[src/rtl/uart_pkg.sv]
// Shared UART definitions: parity mode codes, receiver FSM state encoding and
// a helper that gives the total frame length in bit periods.
package uart_pkg;

  localparam int unsigned UART_CHECK_NONE = 0;
  localparam int unsigned UART_CHECK_ODD  = 1;
  localparam int unsigned UART_CHECK_EVEN = 2;

  typedef enum logic [1:0] {
    StIdle,
    StData,
    StParity,
    StStop
  } uart_rx_state_e;

  // Start bit + data bits + optional parity bit + stop bits.
  function automatic int unsigned uart_frame_len(input int unsigned dw,
                                                 input int unsigned check_on,
                                                 input int unsigned stop);
    return 1 + dw + ((check_on > 0) ? 1 : 0) + stop;
  endfunction

endpackage

[src/rtl/uart_sync2.sv]
// Two-flop synchroniser for an asynchronous single-bit input.
// Both flops reset to 1 so an idle-high serial line does not look like a start bit.
// Ports:
//   i_clk   - sampling clock
//   i_rst_n - asynchronous active-low reset
//   i_d     - asynchronous input
//   o_q     - synchronised output (second flop)
module uart_sync2 (
  input  logic i_clk,
  input  logic i_rst_n,
  input  logic i_d,
  output logic o_q
);

  logic [1:0] r_sync;

  always_ff @(posedge i_clk or negedge i_rst_n) begin
    if (!i_rst_n) begin
      r_sync <= 2'b11;
    end else begin
      r_sync <= {r_sync[0], i_d};
    end
  end

  assign o_q = r_sync[1];

endmodule

[src/rtl/uart_rx.sv]
// UART receiver clocked at the bit rate (one bit per i_clk cycle, no oversampling).
// Deframes start / data (LSB first) / optional parity / stop bits and presents one
// word per frame with a one-cycle valid pulse.
// Ports:
//   i_clk           - bit clock, rising edge
//   i_rst_n         - asynchronous active-low reset
//   i_uart_rx       - serial line, idles high
//   o_user_rx_data  - received word, held until the next frame completes
//   o_user_rx_valid - one-cycle pulse when data and error flags update
//   o_rx_check_err  - parity mismatch on the last frame
//   o_rx_stop_err   - a stop bit was sampled low on the last frame
module uart_rx
  import uart_pkg::*;
#(
  parameter int unsigned P_SYSTEM_CLK      = 50_000_000,
  parameter int unsigned P_UART_BURD_RATE  = 9600,
  parameter int unsigned P_UART_DATA_WIDTH = 8,
  parameter int unsigned P_UART_CHECK_ON   = 1,
  parameter int unsigned P_UART_STOP_WIDTH = 1
) (
  input  logic                         i_clk,
  input  logic                         i_rst_n,
  input  logic                         i_uart_rx,
  output logic [P_UART_DATA_WIDTH-1:0] o_user_rx_data,
  output logic                         o_user_rx_valid,
  output logic                         o_rx_check_err,
  output logic                         o_rx_stop_err
);

  localparam int unsigned LP_DW        = P_UART_DATA_WIDTH;
  localparam int unsigned LP_CW        = $clog2(LP_DW) + 1;
  localparam int unsigned LP_FRAME_LEN =
      uart_frame_len(LP_DW, P_UART_CHECK_ON, P_UART_STOP_WIDTH);

  // Rate parameters are informational only; frame length is kept for reference.
  logic w_unused_params;
  assign w_unused_params = (P_SYSTEM_CLK == 0) | (P_UART_BURD_RATE == 0) | (LP_FRAME_LEN == 0);

  logic w_rx_s;

  uart_sync2 u_sync (
    .i_clk   (i_clk),
    .i_rst_n (i_rst_n),
    .i_d     (i_uart_rx),
    .o_q     (w_rx_s)
  );

  uart_rx_state_e   r_state,     w_state_d;
  logic [LP_CW-1:0] r_cnt,       w_cnt_d;
  logic [LP_DW-1:0] r_shift,     w_shift_d;
  logic             r_par,       w_par_d;
  logic             r_stop_acc,  w_stop_acc_d;
  logic [LP_DW-1:0] r_data,      w_data_d;
  logic             r_valid,     w_valid_d;
  logic             r_check_err, w_check_err_d;
  logic             r_stop_err,  w_stop_err_d;

  logic w_par_x;
  logic w_check_err;

  // XOR over data and received parity bit: 1 for odd total, 0 for even total.
  assign w_par_x = (^r_shift) ^ r_par;

  always_comb begin
    w_check_err = 1'b0;
    if (P_UART_CHECK_ON == UART_CHECK_ODD) begin
      w_check_err = ~w_par_x;
    end else if (P_UART_CHECK_ON == UART_CHECK_EVEN) begin
      w_check_err = w_par_x;
    end
  end

  always_comb begin
    w_state_d     = r_state;
    w_cnt_d       = r_cnt;
    w_shift_d     = r_shift;
    w_par_d       = r_par;
    w_stop_acc_d  = r_stop_acc;
    w_data_d      = r_data;
    w_valid_d     = 1'b0;
    w_check_err_d = r_check_err;
    w_stop_err_d  = r_stop_err;

    case (r_state)
      StIdle: begin
        if (!w_rx_s) begin
          w_state_d    = StData;
          w_cnt_d      = '0;
          w_stop_acc_d = 1'b0;
        end
      end
      StData: begin
        w_shift_d = {w_rx_s, r_shift[LP_DW-1:1]};
        w_cnt_d   = r_cnt + 1'b1;
        if (r_cnt == LP_CW'(LP_DW - 1)) begin
          w_cnt_d   = '0;
          w_state_d = (P_UART_CHECK_ON != UART_CHECK_NONE) ? StParity : StStop;
        end
      end
      StParity: begin
        w_par_d   = w_rx_s;
        w_state_d = StStop;
      end
      StStop: begin
        // A low stop sample is only an error, never a new start bit.
        w_stop_acc_d = r_stop_acc | ~w_rx_s;
        w_cnt_d      = r_cnt + 1'b1;
        if (r_cnt == LP_CW'(P_UART_STOP_WIDTH - 1)) begin
          w_state_d     = StIdle;
          w_valid_d     = 1'b1;
          w_data_d      = r_shift;
          w_check_err_d = w_check_err;
          w_stop_err_d  = r_stop_acc | ~w_rx_s;
        end
      end
      default: begin
        w_state_d = StIdle;
      end
    endcase
  end

  always_ff @(posedge i_clk or negedge i_rst_n) begin
    if (!i_rst_n) begin
      r_state     <= StIdle;
      r_cnt       <= '0;
      r_shift     <= '0;
      r_par       <= 1'b0;
      r_stop_acc  <= 1'b0;
      r_data      <= '0;
      r_valid     <= 1'b0;
      r_check_err <= 1'b0;
      r_stop_err  <= 1'b0;
    end else begin
      r_state     <= w_state_d;
      r_cnt       <= w_cnt_d;
      r_shift     <= w_shift_d;
      r_par       <= w_par_d;
      r_stop_acc  <= w_stop_acc_d;
      r_data      <= w_data_d;
      r_valid     <= w_valid_d;
      r_check_err <= w_check_err_d;
      r_stop_err  <= w_stop_err_d;
    end
  end

  assign o_user_rx_data  = r_data;
  assign o_user_rx_valid = r_valid;
  assign o_rx_check_err  = r_check_err;
  assign o_rx_stop_err   = r_stop_err;

endmodule

[config.mk]
export PLATFORM = sky130hd
export DESIGN_NAME = uart_rx
export DESIGN_NICKNAME = d
export VERILOG_FILES = /design/src/rtl/uart_pkg.sv /design/src/rtl/uart_sync2.sv /design/src/rtl/uart_rx.sv
export SDC_FILE = /design/constraint.sdc
export NUM_CORES = 1
export LEC_CHECK = 0
export CAP_MARGIN = 5
export CORE_MARGIN = 5
export CORE_UTILIZATION = 40
export CTS_CLUSTER_DIAMETER = 80
export DETAILED_ROUTE_END_ITERATION = 12
export PLACE_DENSITY = 0.57
export SYNTH_ARGS = -nofsm -noshare
export SYNTH_HDL_FRONTEND = slang
export SYNTH_SLANG_ARGS = --single-unit
[constraint.sdc]
create_clock -name i_clk -period 2.1 [get_ports i_clk]
set_input_delay 0.63 -clock i_clk [delete_from_list [all_inputs] [get_ports i_clk]]
set_output_delay 0.63 -clock i_clk [all_outputs]
set_load 0.01 [all_outputs]
## After elaboration in Yosys (flattened, before gate mapping)

Index checks and enable logic that the tools add are counted.

- Eq/ne operators: 7
- Div/mod/pow operators: 0
- Magnitude comparators: 0
- Add/subtract/negate cells: 1
- $mul: 0
- Shift operators: 0
- Bitwise logic cells: 4
- Reduce and logical (&&, ||, !) cells: 9
- Multiplexer cells: 11

Operators with widths:

| kind | count |
|---|---|
| $pmux 4 s3 | 1 |
| $mux 4 | 2 |
| $pmux 2 s4 | 1 |
| $reduce_xor 8->1 | 1 |
| $mux 2 | 3 |
| $ne 2x2->1 const B | 3 |
| $reduce_and 2->1 | 3 |
| $add 4x1->4 const B | 1 |
| $eq 2x2->1 const B | 2 |
| $eq 4x3->1 const B | 1 |
| $logic_not 4->1 | 1 |
| $mux 1 | 3 |
| $reduce_and 3->1 | 1 |
| $reduce_bool 3->1 | 1 |
| $eq 2x1->1 const B | 1 |
| $logic_not 2->1 | 1 |
| $not 1->1 | 2 |
| $pmux 1 s2 | 1 |
| $reduce_bool 2->1 | 1 |
| $or 1x1->1 | 1 |
| $xor 1x1->1 | 1 |

- Bits in registers: 29
- Memory bits (writable): 0
- Word-level logic and storage cells: 42
- ROM bits: 0
- Memories kept: 0
- Latch bits: 0

## Logic depth before layout (Yosys ltp)

- Depth in word-level cells: 3
- Mapped depth: 7
- Mapped depth without buffers: 6

## Modules after synthesis

From an unflattened synthesis, not the netlist that was laid out.

- Cells, all modules: 102
- Area total of the unflattened synthesis: 1320.0 µm²

Modules (own cells, without submodules):

| module | seq. area each (µm²) | area an instance (µm²) | times used | cells an instance |
|---|---|---|---|---|
| uart_rx | 675.6 | 1267.5 | 1 | 100 |
| uart_sync2 | 52.6 | 52.6 | 1 | 2 |

## Least setup slack after synthesis

Ideal clock, no wire load.

- Kind: reg2reg
- Start point: reg r_state[0]
- End point: reg r_state[1]
- Setup slack: 524 ps
- Cell stages (with the launch flop): 5
- Period minus slack after synthesis: 1576 ps
- Arrival: 1449 ps
- Required time: 1973 ps
- Cells stage by stage: dfrtp_1 -> inv_1 -> ha_1 -> a222oi_1 -> mux2_1

- Longest elaborated chain between the ends: 3

Ends and longest elaborated chain:

| element | line | source |
|---|---|---|
| start: declaration | uart_rx.sv:48 | `uart_rx_state_e r_state, w_state_d;` |
| start signal: assignment | uart_rx.sv:124 | `r_state <= StIdle;` |
| start signal: assignment | uart_rx.sv:134 | `r_state <= w_state_d;` |
| $eq 2x2->1 (tied with other cells) | uart_rx.sv:84 | `case (r_state)` |
| $ne 2x2->1 (no source line) | - |  |
| $reduce_and 3->1 (no source line) | - |  |

Parallel ways exist; a longest one is shown, timed or not.
A chain may end at the register's enable or synchronous reset.

## Worst setup path after layout

- Start point: reg r_check_err, in the netlist o_rx_check_err
- End point: out o_rx_check_err

RTL lines:

| element | line | source |
|---|---|---|
| start: declaration | uart_rx.sv:55 | `logic r_check_err, w_check_err_d;` |
| start signal: assignment | uart_rx.sv:141 | `r_check_err <= w_check_err_d;` |
| end: declaration | uart_rx.sv:26 | `output logic o_rx_check_err,` |

No word-level cell between the ends.

==> impl_metrics.toml <==
[status]
outcome = "complete, no violations"

[sta]
drv_slew = 0
fmax_ghz = 0.543
min_period_ps = 1840
setup_slack_ps = 257
holdWs_ps = 359
setup_tns_ps = 0
tightest_slew_ps = 484
clock_skew_ps = 12.7
rsz0062_at_grt = "no"
final_hold_viol_count = 0
period_share = 0.877
slew_headroom = 0.677
final-setup-viol-count = 0

[pwr]
switching_share = 0.349
clkPwrFrac = 0.117
internal_power_mw = 1.74
leakagePower_nw = 0.686
pwr-share-comb = 0.507
p_switching_mw = 0.932
irDropWorstVdd_v = 0.000775
sequentialPowerShare = 0.376
p_per_area_mw_per_mm2 = 1710
total_power_mw = 2.67

[detailed_routing]
num_vias = 802
via_per_inst = 4.80
drtIter0Drc = 51
wire_per_inst_um = 12.9
ant_nets = 0
drt-total-wl_mm = 2.16
first_pass_iters = 4
drc = 0

[synth]
seq_area_frac_synth = 0.552
syn_nets = 112
syn_avg_cell_area_um2 = 12.9
yosysUniqueCellTypes = 30
synthTopCellsByArea = "dfrtp_1, mux2_2, ha_1, dfstp_2, xnor2_1"
synth_flop_cell = "dfrtp_1"
yosys.cell_count.top_type = "dfrtp_1"
synthTopCellsByCount = "dfrtp_1, mux2_2, ha_1"
syn_inst = 102
ys_async_sr_fraction = 1.00
yosysTopAreaCell = "dfrtp_1"
synth_top_area_frac = 0.512
netlist_area_mm2 = 0.00132
synth_edf_count = 0
yosys_warnings = 0
synth_seq_cells = 29

[floorplan]
die_width_um = 67.4
initial_core_util = 0.425
rows = 20
num_io_pins = 14
core-area_mm2 = 0.00310
die_h_um = 67.4
dieArea_mm2 = 0.00455

[global_route]
grt_usage = 0.117
grt.met1_usage = 0.154
use_met3 = 0.0449
busiest_layer = "met2"
grt_start_max_net_pins = 30
antenna_found_initial = 0
grt_pass1_vias = 840
grt_pass1_wl_mm = 3.91
use_met2 = 0.173
grt.overflow.total = 0

[job]
drv_cap = 0

[layout]
diodes = 0
syn_to_final_growth_pct = 18.0
drive_gt1_frac = 0.244
fin_nets = 132
n_fill_cell = 302

[clocking]
htreeDepth = 2
cts_setup_buffers = 0
insertion_delay_ps = 310
cts_tree = "done"
numCtsBuffers = 5
clkTransAtPathRegs_ps = 100
cts_buffer_depth = 2
post_cts_resized = 0
clock_tree.root_cell = "clkbuf_4"
cts_hold_buffers = 0
clock_sinks = 29

[min_path]
min_path_type = "flop to flop"

[critical_path]
crit_family = "buffers and inverters"
cp_max_fo = 2
worstPathRequired_ps = 1470
worstPathArrival_ps = 1210
worst-r2r-setup-slack_ps = 380
startpoint_type = "flop"
max_stage_delay_ps = 540
path_class = "flop to output port"
crit_buf_inv = 1
cp_slowest_cell = "clkdlybuf4s50_1"
crit_path_end_kind = "output port"
path_cells = "clkdlybuf4s50_1"

[place]
pre_cts_slack_ps = 358
hpwl_mm = 1.53
gp_congestion = 0.664
io_buffer_count = 13
==> final cells by class <==
cell class,instances,area [um2],area share
Clock inverter,2,10.0,0.00643
Sequential cell,29,728,0.467
Inverter,6,22.5,0.0145
Timing Repair Buffer,16,153,0.0980
Multi-Input combinational cell,64,548,0.352
Tap cell,44,55.1,0.0353
Clock buffer,6,41.3,0.0265
==> cells in the final DEF, fill, tap and decap left out, drive strengths merged, types with 3 or more instances in the layout <==
master          n
dfrtp          27
mux2           18
clkdlybuf4s50  13
ha              7
inv             6
nand2           6
clkbuf          6
xnor2           5
nor2            5
a21oi           4
buf             3
==> cells by family after synthesis <==
family	Yosys count	share of synthesized area
DFF	29	0.552
muxes	19	0.161
and+or+nand+nor	18	0.0673
AOI/OAI and AO/OA	13	0.0635
buffers and inverters	9	0.0332
xor gates and xnor gates	7	0.0569
adders and majority gates	7	0.0663
==> power groups by stage <==
stage                     Combinational, mW  Clock [mW]  Sequential, mW
after floorplan                       0.939           0            1.03
after global placement                 1.33           0            1.01
after detailed placement               1.37           0            1.02
after CTS                              1.38       0.325            1.01
after global routing                   1.49       0.349            1.05
final                                  1.35       0.311            1.01
==> per-stage QoR <==
step	cells	area [um2]	utilization
2_1_floorplan	102	1320	-
3_3_place_gp	159	1510	0.485
3_5_place_dp	159	1510	0.485
4_1_cts	167	1560	0.502
5_1_grt	167	1560	0.502
6_report	167	1560	0.502
==> path summary, 6_finish.rpt <==
path	startpoint	end	depth (start not counted)
hold reg to reg	u_sync.r_sync[0]$_DFF_PN1_	u_sync.r_sync[1]$_DFF_PN1_	0
min in group asynchronous	i_rst_n	o_user_rx_valid$_DFF_PN0_	2
setup / recovery	o_rx_check_err$_DFFE_PN0P_	o_rx_check_err	1
hold / removal	u_sync.r_sync[0]$_DFF_PN1_	u_sync.r_sync[1]$_DFF_PN1_	0
setup reg to reg	r_state[1]$_DFFE_PN0P_	r_state[1]$_DFFE_PN0P_	4
max in group asynchronous	i_rst_n	u_sync.r_sync[1]$_DFF_PN1_	2
==> metal layers <==
layer  wire [um]  up-vias
met5           0        -
met4          24        0
met3          75        2
met2         991       14
met1        1070      396
li1            -      390
==> flip-flops by register name, indices dropped and copies added (netlist names) <==
name / count
o_rx_check_err: 1
o_rx_stop_err: 1
o_user_rx_data: 8
o_user_rx_valid: 1
r_cnt: 4
r_par: 1
r_shift: 8
r_state: 2
r_stop_acc: 1
u_sync.r_sync: 2
Note: power is estimated with default switching activity, not from simulation.
